===== config.mk =====
export PLATFORM = sky130hd
export DESIGN_NAME = uart_rx_buffered
export DESIGN_NICKNAME = d
export VERILOG_FILES = /design/src/rtl/uart_rx_buffered_pkg.sv /design/src/rtl/uart_rx_buffered_sync_fifo.sv /design/src/rtl/uart_rx_buffered.sv
export SDC_FILE = /design/constraint.sdc
export NUM_CORES = 1
export LEC_CHECK = 0
export ABC_AREA = 1
export BUFFER_PORTS_ARGS = -buffer_cell sky130_fd_sc_hd__buf_2
export CORE_MARGIN = 2
export CORE_UTILIZATION = 35
export DETAILED_ROUTE_END_ITERATION = 16
export GPL_TIMING_DRIVEN = 0
export PLACE_DENSITY = 0.6
export SYNTH_ARGS = -nofsm -noshare
export SYNTH_HDL_FRONTEND = slang
export SYNTH_SLANG_ARGS = --single-unit
export TNS_END_PERCENT = 20

===== constraint.sdc =====
create_clock -name clk -period 4.25 [get_ports clk]
set_input_delay 0.2125 -clock clk [delete_from_list [all_inputs] [get_ports clk]]
set_output_delay 0.2125 -clock clk [all_outputs]
set_load 0.01 [all_outputs]

===== src/rtl/uart_rx_buffered_pkg.sv =====
// Shared UART receive definitions: deframer states and bit-timing helpers.
// Timing helpers are constant functions so they can size counters at elaboration.
package uart_rx_buffered_pkg;

   typedef enum logic [2:0] {
      WAIT_HIGH,
      IDLE,
      START,
      DATA,
      STOP
   } rx_state_t;

   function automatic int symbol_edge_time(input int clock_freq, input int baud_rate);
      return clock_freq / baud_rate;
   endfunction

   function automatic int sample_time(input int clock_freq, input int baud_rate);
      return symbol_edge_time(clock_freq, baud_rate) / 2;
   endfunction

endpackage


===== src/rtl/uart_rx_buffered_sync_fifo.sv =====
// First-word-fall-through FIFO; head is visible the cycle after its push.
// Push when full is dropped unless a pop happens in the same cycle.
module uart_rx_buffered_sync_fifo #(
   parameter int WIDTH = 8,
   parameter int DEPTH = 8
) (
   input  logic             clk,
   input  logic             rst,
   input  logic             push,
   input  logic [WIDTH-1:0] push_data,
   input  logic             pop,
   output logic [WIDTH-1:0] pop_data,
   output logic             full,
   output logic             empty
);

   localparam int AW = $clog2(DEPTH);
   localparam int CW = AW + 1;

   logic [WIDTH-1:0] mem [DEPTH];
   logic [AW-1:0]    wr_ptr;
   logic [AW-1:0]    rd_ptr;
   logic [CW-1:0]    count;
   logic             do_push;
   logic             do_pop;

   assign full     = (count == CW'(DEPTH));
   assign empty    = (count == '0);
   assign do_pop   = pop & ~empty;
   // A pop on a full FIFO frees the slot being written this same cycle.
   assign do_push  = push & (~full | do_pop);
   assign pop_data = mem[rd_ptr];

   always_ff @(posedge clk) begin
      if (rst) begin
         wr_ptr <= '0;
         rd_ptr <= '0;
         count  <= '0;
      end else begin
         if (do_push) wr_ptr <= wr_ptr + AW'(1);
         if (do_pop)  rd_ptr <= rd_ptr + AW'(1);
         case ({do_push, do_pop})
            2'b10:   count <= count + CW'(1);
            2'b01:   count <= count - CW'(1);
            default: ;
         endcase
      end
   end

   always_ff @(posedge clk) begin
      if (do_push) mem[wr_ptr] <= push_data;
   end

endmodule


===== src/rtl/uart_rx_buffered.sv =====
// 8N1 UART receiver with a synchronizer, deframer and FWFT byte buffer; stop bit sampled ~9.5 bit times after the fall.
// Consumer backpressure via data_out_ready; a byte completing into a full buffer is dropped with an overrun pulse.
module uart_rx_buffered
   import uart_rx_buffered_pkg::*;
#(
   parameter int CLOCK_FREQ = 50_000_000,
   parameter int BAUD_RATE  = 115_200,
   parameter int DEPTH      = 8
) (
   input  logic       clk,
   input  logic       rst,
   input  logic       serial_in,
   output logic [7:0] data_out,
   output logic       data_out_valid,
   input  logic       data_out_ready,
   output logic       framing_err,
   output logic       overrun
);

   localparam int SYM    = symbol_edge_time(CLOCK_FREQ, BAUD_RATE);
   localparam int SAMPLE = sample_time(CLOCK_FREQ, BAUD_RATE);
   localparam int CNT_W  = $clog2(SYM);
   localparam logic [CNT_W-1:0] SYM_LAST    = CNT_W'(SYM - 1);
   localparam logic [CNT_W-1:0] SAMPLE_LAST = CNT_W'(SAMPLE - 1);

   logic [1:0]       sync;
   logic             rx;
   rx_state_t        state;
   rx_state_t        state_n;
   logic [CNT_W-1:0] cnt;
   logic [2:0]       bit_idx;
   logic [7:0]       shreg;
   logic             cnt_clr;
   logic             shift_en;
   logic             push;
   logic             ferr;
   logic             full;
   logic             empty;
   logic             pop;

   assign rx             = sync[1];
   assign data_out_valid = ~empty;
   assign pop            = data_out_valid & data_out_ready;

   always_comb begin
      state_n  = state;
      cnt_clr  = 1'b0;
      shift_en = 1'b0;
      push     = 1'b0;
      ferr     = 1'b0;
      case (state)
         WAIT_HIGH: begin
            cnt_clr = 1'b1;
            if (rx) state_n = IDLE;
         end
         IDLE: begin
            cnt_clr = 1'b1;
            if (!rx) state_n = START;
         end
         START: if (cnt == SAMPLE_LAST) begin
            cnt_clr = 1'b1;
            state_n = rx ? IDLE : DATA;
         end
         DATA: if (cnt == SYM_LAST) begin
            cnt_clr  = 1'b1;
            shift_en = 1'b1;
            if (bit_idx == 3'd7) state_n = STOP;
         end
         STOP: if (cnt == SYM_LAST) begin
            cnt_clr = 1'b1;
            if (rx) begin
               push    = 1'b1;
               state_n = IDLE;
            end else begin
               ferr    = 1'b1;
               state_n = WAIT_HIGH;
            end
         end
         default: state_n = WAIT_HIGH;
      endcase
   end

   always_ff @(posedge clk) begin
      if (rst) begin
         state       <= WAIT_HIGH;
         sync        <= 2'b11;
         cnt         <= '0;
         bit_idx     <= '0;
         shreg       <= '0;
         framing_err <= 1'b0;
         overrun     <= 1'b0;
      end else begin
         state       <= state_n;
         sync        <= {sync[0], serial_in};
         cnt         <= cnt_clr ? '0 : cnt + CNT_W'(1);
         if (shift_en) begin
            shreg   <= {rx, shreg[7:1]};
            bit_idx <= bit_idx + 3'd1;
         end else if (state != DATA) begin
            bit_idx <= '0;
         end
         framing_err <= ferr;
         overrun     <= push & full & ~pop;
      end
   end

   uart_rx_buffered_sync_fifo #(
      .WIDTH (8),
      .DEPTH (DEPTH)
   ) u_fifo (
      .clk       (clk),
      .rst       (rst),
      .push      (push),
      .push_data (shreg),
      .pop       (data_out_ready),
      .pop_data  (data_out),
      .full      (full),
      .empty     (empty)
   );

endmodule


After elaboration in Yosys (flattened, before gate mapping)
Memory sizes are Yosys's and may differ from the RTL's. A register that Yosys moved wholly into a read port is not among the register bits.
Index checks and enable logic that the tools add are counted.

word-level totals
  memories kept = 1
  register bits after elaboration = 37
  word-level logic and storage cells = 77
  memory bits (writable) = 64

memory list
  name        depth  bits a word  rd ports  clocked after Yosys merged registers in  wr ports  RTL line                          RTL
  u_fifo.mem  8      8            1         1                                        1         uart_rx_buffered_sync_fifo.sv:20  logic [WIDTH-1:0] mem [DEPTH];

cells by class
  reductions and logical operators = 9
  $add $sub $neg = 6
  bitwise gates (word level) = 10
  equal/unequal tests = 17
  multiplexer cells = 24

operators with widths
  kind                                                                    count
  3-bit two-way mux                                                       10
  3-bit case mux with 5 select lines                                      1
  2-bit != test (second input constant)                                   6
  1-bit two-way mux                                                       10
  3-bit by 1-bit adder with 3-bit output (second input constant)          3
  9-bit by 1-bit adder with 9-bit output (second input constant)          1
  9-bit by 8-bit equality test with 1-bit output (second input constant)  1
  9-bit equality test (second input constant)                             1
  4-bit case mux with 2 select lines                                      1
  3-bit by 2-bit equality test with 1-bit output (second input constant)  2
  3-bit equality test (second input constant)                             2
  6-bit AND reduction                                                     1
  2-bit OR reduction                                                      3
  1-bit inverter                                                          5
  4-bit by 1-bit adder with 4-bit output (second input constant)          1
  1-bit bitwise AND                                                       4
  4-bit equality test (second input constant)                             1
  4-bit logical NOT                                                       1
  2-bit nonzero test                                                      2
  4-bit by 1-bit subtractor with 4-bit output (second input constant)     1
  3-bit by 1-bit equality test with 1-bit output (second input constant)  1
  3-bit logical NOT                                                       1
  3-bit by 2-bit != test with 1-bit output (second input constant)        1
  1-bit case mux with 3 select lines                                      1
  5 further kinds                                                         5

Longest topological paths before layout
Gate-level depths: netlist of run 1.

  word-level depth = 7
  depth in mapped cells = 17
  gate-level depth less buffers = 17

Modules after synthesis
From an unflattened synthesis of run 1, not the netlist that was laid out.

second synthesis, totals
  cells, all modules = 427
  area total of the unflattened synthesis = 4485.6 sq um

by module, submodules not included
  module                      times used  area an instance (sq um)  cells each  sequential area each (sq um)
  uart_rx_buffered_sync_fifo  1           3216.8                    260         2182.1
  uart_rx_buffered            1           1268.7                    167         540.5

Worst setup path before layout of run 1
OpenSTA, ideal clock, no wires.

  path type = register to register
  start = reg cnt[0]
  end = mem u_fifo.mem[5][0], enable pin
  cell stages (with the launch flop) = 12
  slack = 2.020 ns
  library setup time = 0.383 ns
  data required time = 3.867 ns
  data arrival time = 1.847 ns
  path buffers = 0
  cells stage by stage = dfxtp_1 -> ha_1 -> nand2_1 -> inv_1 -> nand2_1 -> nor2_4 -> nand2_4 -> nor2_4 -> inv_2 -> nor2_2 -> inv_2 -> nor3_1

between the ends
  longest elaborated chain between the ends = 6

ends and longest elaborated chain
  item                                     RTL line                          RTL
  from (decl)                              uart_rx_buffered.sv:30            logic [CNT_W-1:0] cnt;
  from (signal assigned)                   uart_rx_buffered.sv:95            cnt <= cnt_clr ? '0 : cnt + CNT_W'(1);
  9-bit equality test                      uart_rx_buffered.sv:69            STOP: if (cnt == SYM_LAST) begin
  1-bit two-way mux                        uart_rx_buffered.sv:69
  1-bit two-way mux                        uart_rx_buffered.sv:51            case (state)
  1-bit bitwise AND                        uart_rx_buffered_sync_fifo.sv:31  assign do_push = push & (~full | do_pop);
  1-bit two-way mux                        uart_rx_buffered_sync_fifo.sv:51  if (do_push) mem[wr_ptr] <= push_data;
  1-bit two-way mux (not written as such)  uart_rx_buffered_sync_fifo.sv:51
  to (decl)                                uart_rx_buffered_sync_fifo.sv:20

Every way passes these cells.

Worst setup path in the final report of run 1
  start = reg cnt[0]
  end = mem u_fifo.mem[1][4], enable pin

Same word-level chain as after synthesis.

==> results of run 1 <==
[synth_stat cells]
master      n  area share
a211oi_1    1      0.0017
a21oi_1    14       0.016
a21oi_2     2      0.0041
a31oi_1     9       0.013
and2_1      1      0.0015
buf_1       1     0.00087
buf_2       1      0.0012
clkbuf_1   10      0.0087
dfxtp_1    40        0.19
edfxtp_1   64        0.45
ha_1        8       0.023
inv_1      30       0.026
inv_2       4      0.0035
nand2_1    39       0.034
nand2_2     3      0.0043
nand2_4     2      0.0052
nand3_1    12       0.014
nand4_1     1      0.0015
nor2_1    104       0.090
nor2_2      4      0.0058
nor2_4      2      0.0052
nor3_1     12       0.014
nor4_1      1      0.0015
o211ai_2    1      0.0029
o21ai_0    48       0.056
o21ai_1     1      0.0012
o21ai_2     2      0.0041
o22ai_1     9       0.013
or2_1       1      0.0015
or2_2       2      0.0029
xnor2_1     1      0.0020
xor2_1      5       0.010
[stage by stage]
step / instance area [µm²] / power, µW / std cells
floorplan: 4320 / 1700 / 435
global placement: 4570 / 1890 / 596
detailed placement: 4570 / 1910 / 596
CTS: 4850 / 2690 / 612
global route: 4870 / 2850 / 613
finish: 4870 / 2670 / 613
[worst register-to-register path, delay by kind of cell, from the launching register on]
kind | cells | cell delay [ns]
and+or+nand+nor | 7 | 1.61
DFF | 1 | 0.40
adders and majority gates | 1 | 0.20
buffers and inverters | 3 | 0.19
[layout make-up]
cell class	count	area share
repair buffers	15	0.0159
plain buffers	12	0.00951
multi-input cells	285	0.293
well taps	147	0.0378
clock buffers	10	0.0470
clock inverters	6	0.0110
inverters	34	0.0262
flip-flops and latches	104	0.559
[where the power goes]
| group | internal, µW | switching (µW) |
|---|---|---|
| Sequential | 1110 | 70.8 |
| Clock | 408 | 376 |
| Combinational | 248 | 460 |
[state kept, by name, indices dropped and copies added, names as in the netlist, named ones only]
name	flops
u_fifo.count	4
shreg	8
bit_idx	3
u_fifo.mem	64
u_fifo.wr_ptr	3
state	3
cnt	9
sync	2
overrun	1
u_fifo.rd_ptr	3
framing_err	1
[cell families after synthesis]
group                      count (synthesis)  synth area share
and+or+nand+nor                          184             0.182
DFF                                      104             0.631
AOI/OAI and AO/OA                         87             0.112
buffers and inverters                     46            0.0403
adders and majority gates                  8            0.0232
xor gates and xnor gates                   6            0.0122
[layout by cell type, fill, tap and decap left out, drive strengths merged, types with 12 or more instances in the layout]
master and n:
nor2 110, edfxtp 64, o21ai 51, nand2 44
dfxtp 40, inv 36, clkbuf 20, buf 17
a21oi 16, nand3 12, nor3 12
[metal layers]
layer | global-route usage | wire length (µm) | up-vias
met1 | 0.197 | 4070 | 1433
met4 | 0.0361 | 40 | 0
met5 | 0 | 0 | -
met2 | 0.241 | 4220 | 65
met3 | 0.0348 | 463 | 4
li1 | - | - | 1531
[worst max path at each step]
stage / end / depth (start not counted)
CTS: u_fifo.mem[7][7]$_DFFE_PP_ / 11
global route: u_fifo.mem[1][4]$_DFFE_PP_ / 11
finish: u_fifo.mem[1][4]$_DFFE_PP_ / 11
detailed placement: u_fifo.mem[7][3]$_DFFE_PP_ / 11
floorplan: u_fifo.mem[5][0]$_DFFE_PP_ / 11
global placement: u_fifo.mem[7][1]$_DFFE_PP_ / 11
==> impl_metrics.env, run 1 <==
export IMPL_core_um2=12000
export IMPL_start_util=0.359
export IMPL_vias_per_cell=4.95
export IMPL_rows=40
export IMPL_die_h_um=115
export IMPL_drt_first_pass_iters=4
export IMPL_clkTransAtPathRegs_ns=0.07
export IMPL_layout_nets=473
export IMPL_fin_crit_sh=0.656
export IMPL_hold_violations=0
export IMPL_r2r_start="cnt[0]$_SDFF_PP0_"
export IMPL_tns_ns=0
export IMPL_grt_max_degree=19
export IMPL_worst_path_max_delay_cell="nor3_1"
export IMPL_die_area_um2=13200
export IMPL_drc=0
export IMPL_worstPathMaxFanout=8
export IMPL_worstMarginPinSlew_ns=1.30
export IMPL_grt_pass1_vias=3096
export IMPL_cp_arrival_ns=2.74
export IMPL_critical_path_class="reg -> reg"
export IMPL_cts_path_max_buffers=2
export IMPL_worst_endpoint_required_ns=4.20
export IMPL_antenna_found_initial=0
export IMPL_critPathLaunch="cnt[0]$_SDFF_PP0_"
export IMPL_crit_buf_inv=3
export IMPL_fin_hold_ws_ns=0.0544
export IMPL_post_cts_resized=0
export IMPL_synth_area_um2=4320
export IMPL_yosysSeqAreaShare=0.631
export IMPL_r2r_end="u_fifo.mem[1][4]$_DFFE_PP_"
export IMPL_pre_cts_ws_ns=1.33
export IMPL_cts_root_buffer="clkbuf_16"
export IMPL_holdBufCountCts=0
export IMPL_chipWidth_um=115
export IMPL_wl_per_cell_um=14.4
export IMPL_grt_pass1_wl_mm=15.0
export IMPL_vias=3033
export IMPL_worstHoldPathType="in -> reg"
export IMPL_utilization=0.405
export IMPL_dp_hpwl_mm=5.95
export IMPL_synthCells=435
export IMPL_cp_cell_sequence="ha_1 > nand2_1 > inv_1 > nand2_1 > nor2_4 > nand2_4 > nor2_4 > inv_2 > nor2_2 > inv_2 > nor3_1"
export IMPL_cts_sinks=104
export IMPL_synth_warnings=0
export IMPL_finalMaxSlewViolations=0
export IMPL_post_cts_buffers=0
export IMPL_grt_overflow=0
export IMPL_final_antenna_net_count=0
export IMPL_fmax_ghz=0.359
export IMPL_first_iter_violations=301
export IMPL_cp_start_kind="flop"
export IMPL_place_port_buffers=14
export IMPL_min_period_ns=2.79
export IMPL_antenna_cells=0
export IMPL_fill_cells=1170
export IMPL_cts_buffers=9
export IMPL_syn_avg_cell_area_um2=9.92
export IMPL_htreeDepth=3
export IMPL_pin_count=15
export IMPL_cap_viol_max_count=0
export IMPL_p_leak_uw=0.00182
export IMPL_synth_seq_cells=104
export IMPL_cts_tree="done"
export IMPL_powerDensity_nw_per_um2=549
export IMPL_syn_to_final_growth_pct=12.8
export IMPL_max_slew_margin=0.124
export IMPL_track_usage=0.147
export IMPL_outcome="finished clean"
export IMPL_setup_violations_final=0
export IMPL_whs_path_depth=2
export IMPL_rsz0062_at_grt="no"
export IMPL_cpPeakStageDelay_ns=0.98
export IMPL_min_from="serial_in"
export IMPL_min_to="sync[0]$_SDFF_PP1_"
export IMPL_clkLatencyLatePin_ns=0.34
export IMPL_end_kind="flop"
export IMPL_register_area_um2=2720
export IMPL_r2r_cells=11
export IMPL_crit_family="simple AND/OR/NAND/NOR gates"
export IMPL_worst_slack_ns=1.46
export IMPL_multi_input_area_um2=1430
export IMPL_synth_distinct_cells=32
export IMPL_drive_above_1_share=0.118
export IMPL_drt_wl_total_mm=8.80
export IMPL_gp_congestion=0.744
export IMPL_ir_worst_vdd_mv=0.348
export IMPL_reg2reg_slack_ns=1.46
export IMPL_synth_nets=447
export IMPL_fin_skew_ns=0.0107
Note: power is estimated with default switching activity, not from simulation.
==> run 2: changes to the inputs <==
Settings changed: PLACE_DENSITY 0.6 to 0.62.
Clock period 4.25 ns to 2.33 ns, I/O delays scaled along.
==> run 2 against run 1 <==
Core utilization increased by 1.1 points. Die area unchanged. Critical path depth increased by 1. First-iteration DRC count decreased by 39%. Sequential share of layout area decreased by 1.4 points. Register-to-register slack got worse by 1.4 ns. Design area increased by 2.7%. Largest cell class unchanged.
==> impl_metrics.env, run 2 (synthesis gave the netlist of run 1 again) <==
export IMPL_worstHoldPathType="in -> reg"
export IMPL_cp_arrival_ns=2.22
export IMPL_vias_per_cell=4.99
export IMPL_place_port_buffers=14
export IMPL_fin_crit_sh=0.963
export IMPL_grt_pass1_vias=3024
export IMPL_start_util=0.359
export IMPL_first_iter_violations=185
export IMPL_fin_area_um2=5000
export IMPL_drt_wl_total_mm=8.95
export IMPL_fmax_ghz=0.446
export IMPL_multi_input_area_um2=1510
export IMPL_grt_overflow=0
export IMPL_rows=40
export IMPL_layout_common_cells="nor2_1 (104), edfxtp_1 (64), o21ai_0 (48)"
export IMPL_min_from="rst"
export IMPL_chipWidth_um=115
export IMPL_cts_sinks=104
export IMPL_max_slew_margin=0.629
export IMPL_max_flop_register="u_fifo.mem"
export IMPL_grt_pass1_wl_mm=15.0
export IMPL_antenna_cells=0
export IMPL_end_kind="flop"
export IMPL_cap_viol_max_count=0
export IMPL_cp_cell_sequence="inv_1 > ha_1 > nand2_1 > inv_1 > nand2_1 > nor2_4 > nand2_4 > nor2_4 > inv_2 > nor2_2 > inv_2 > nor3_4"
export IMPL_pin_count=15
export IMPL_worst_endpoint_required_ns=2.31
export IMPL_r2r_cells=12
export IMPL_clkTransAtPathRegs_ns=0.07
export IMPL_syn_to_final_growth_pct=15.9
export IMPL_worstPathMaxFanout=8
export IMPL_ir_worst_vdd_mv=0.502
export IMPL_vias=3074
export IMPL_clkLatencyLatePin_ns=0.35
export IMPL_outcome="finished clean"
export IMPL_reg2reg_slack_ns=0.09
export IMPL_r2r_end="u_fifo.mem[1][4]$_DFFE_PP_"
export IMPL_powerDensity_nw_per_um2=982
export IMPL_min_period_ns=2.24
export IMPL_cp_start_kind="flop"
export IMPL_register_area_um2=2720
export IMPL_wl_per_cell_um=14.5
export IMPL_finalMaxSlewViolations=0
export IMPL_htreeDepth=3
export IMPL_worst_path_max_delay_cell="nor3_4"
export IMPL_worstMarginPinSlew_ns=0.557
export IMPL_min_to="bit_idx[2]$_SDFFE_PP0P_"
export IMPL_r2r_start="cnt[1]$_SDFF_PP0_"
export IMPL_finalPower_uw=4910
export IMPL_layout_commonest_cell="nor2_1"
export IMPL_final_antenna_net_count=0
export IMPL_grt_max_degree=19
export IMPL_drc=0
export IMPL_drive_above_1_share=0.143
export IMPL_layout_nets=476
export IMPL_hold_violations=0
export IMPL_setup_violations_final=0
export IMPL_cts_buffers=9
export IMPL_cts_path_max_buffers=2
export IMPL_crit_buf_inv=4
export IMPL_track_usage=0.147
export IMPL_core_um2=12000
export IMPL_crit_family="simple AND/OR/NAND/NOR gates"
export IMPL_fill_cells=1154
export IMPL_gp_congestion=0.773
export IMPL_reg_top3="u_fifo.mem x64, cnt x9, shreg x8"
export IMPL_whs_path_depth=2
export IMPL_largest_reg_flops=64
export IMPL_place_area_um2=4570
export IMPL_cts_root_buffer="clkbuf_16"
export IMPL_drt_first_pass_iters=5
export IMPL_critical_path_class="reg -> reg"
export IMPL_die_h_um=115
export IMPL_die_area_um2=13200
export IMPL_rsz0062_at_grt="yes"
export IMPL_p_leak_uw=0.00187
export IMPL_cpPeakStageDelay_ns=0.44
export IMPL_cts_tree="done"
export IMPL_antenna_found_initial=0
export IMPL_fin_hold_ws_ns=0.0326
export IMPL_fin_skew_ns=0.0126
export IMPL_dp_hpwl_mm=6.04
==> run 2: cell type report <==
| class | count | area share |
|---|---|---|
| repair buffers | 18 | 0.0230 |
| plain buffers | 12 | 0.00976 |
| multi-input cells | 285 | 0.302 |
| clock inverters | 5 | 0.00726 |
| flip-flops and latches | 104 | 0.545 |
| inverters | 34 | 0.0255 |
| well taps | 147 | 0.0368 |
| clock buffers | 11 | 0.0508 |
==> run 2: timing repair <==
item / CTS / global route
gates resized for setup: 16 / 6
setup buffers: 0 / 3
hold buffers: 1 / 0
pin swaps: 0 / 2
hold endpoints to repair: 1 / 0
endpoints found under the setup margin: 64 / 67
==> run 2: metrics by stage <==
step           cells   util  setup TNS, ns  worst slack (ns)
3_3_place_gp     596  0.380         -26.69            -0.523
3_5_place_dp     596  0.380         -29.83            -0.582
2_1_floorplan    435      -              0             0.100
6_report         616  0.416              0            0.0866
5_1_grt          616  0.416          -3.37            -0.132
4_1_cts          613  0.413              0           0.00198
==> run 2: how the worst max path moves through the flow <==
stage                           start  depth (start not counted)                    endpoint  slack [ns]
CTS                 cnt[0]$_SDFF_PP0_                          9  u_fifo.mem[4][4]$_DFFE_PP_       0.002
global route        cnt[1]$_SDFF_PP0_                         12  u_fifo.mem[7][4]$_DFFE_PP_       -0.13
detailed placement  cnt[0]$_SDFF_PP0_                         11  u_fifo.mem[7][7]$_DFFE_PP_       -0.58
global placement    cnt[0]$_SDFF_PP0_                         11  u_fifo.mem[1][3]$_DFFE_PP_       -0.52
finish              cnt[1]$_SDFF_PP0_                         12  u_fifo.mem[1][4]$_DFFE_PP_        0.09
floorplan           cnt[0]$_SDFF_PP0_                         11  u_fifo.mem[5][0]$_DFFE_PP_        0.10
==> run 2: power by group <==
part           internal (µW)  total (µW)  switching, µW  leakage (µW)
combinational            456        1290            830      0.000814
sequential              2020        2150            125      0.000918
clock                    798        1480            679      0.000142
==> run 2: routing by layer <==
metal,track usage,wire length (µm),vias to the layer above
met2,0.251,4450,62
met4,0.0345,60,0
met1,0.188,3970,1463
li1,-,-,1543
met3,0.0380,475,6
met5,0,0,-
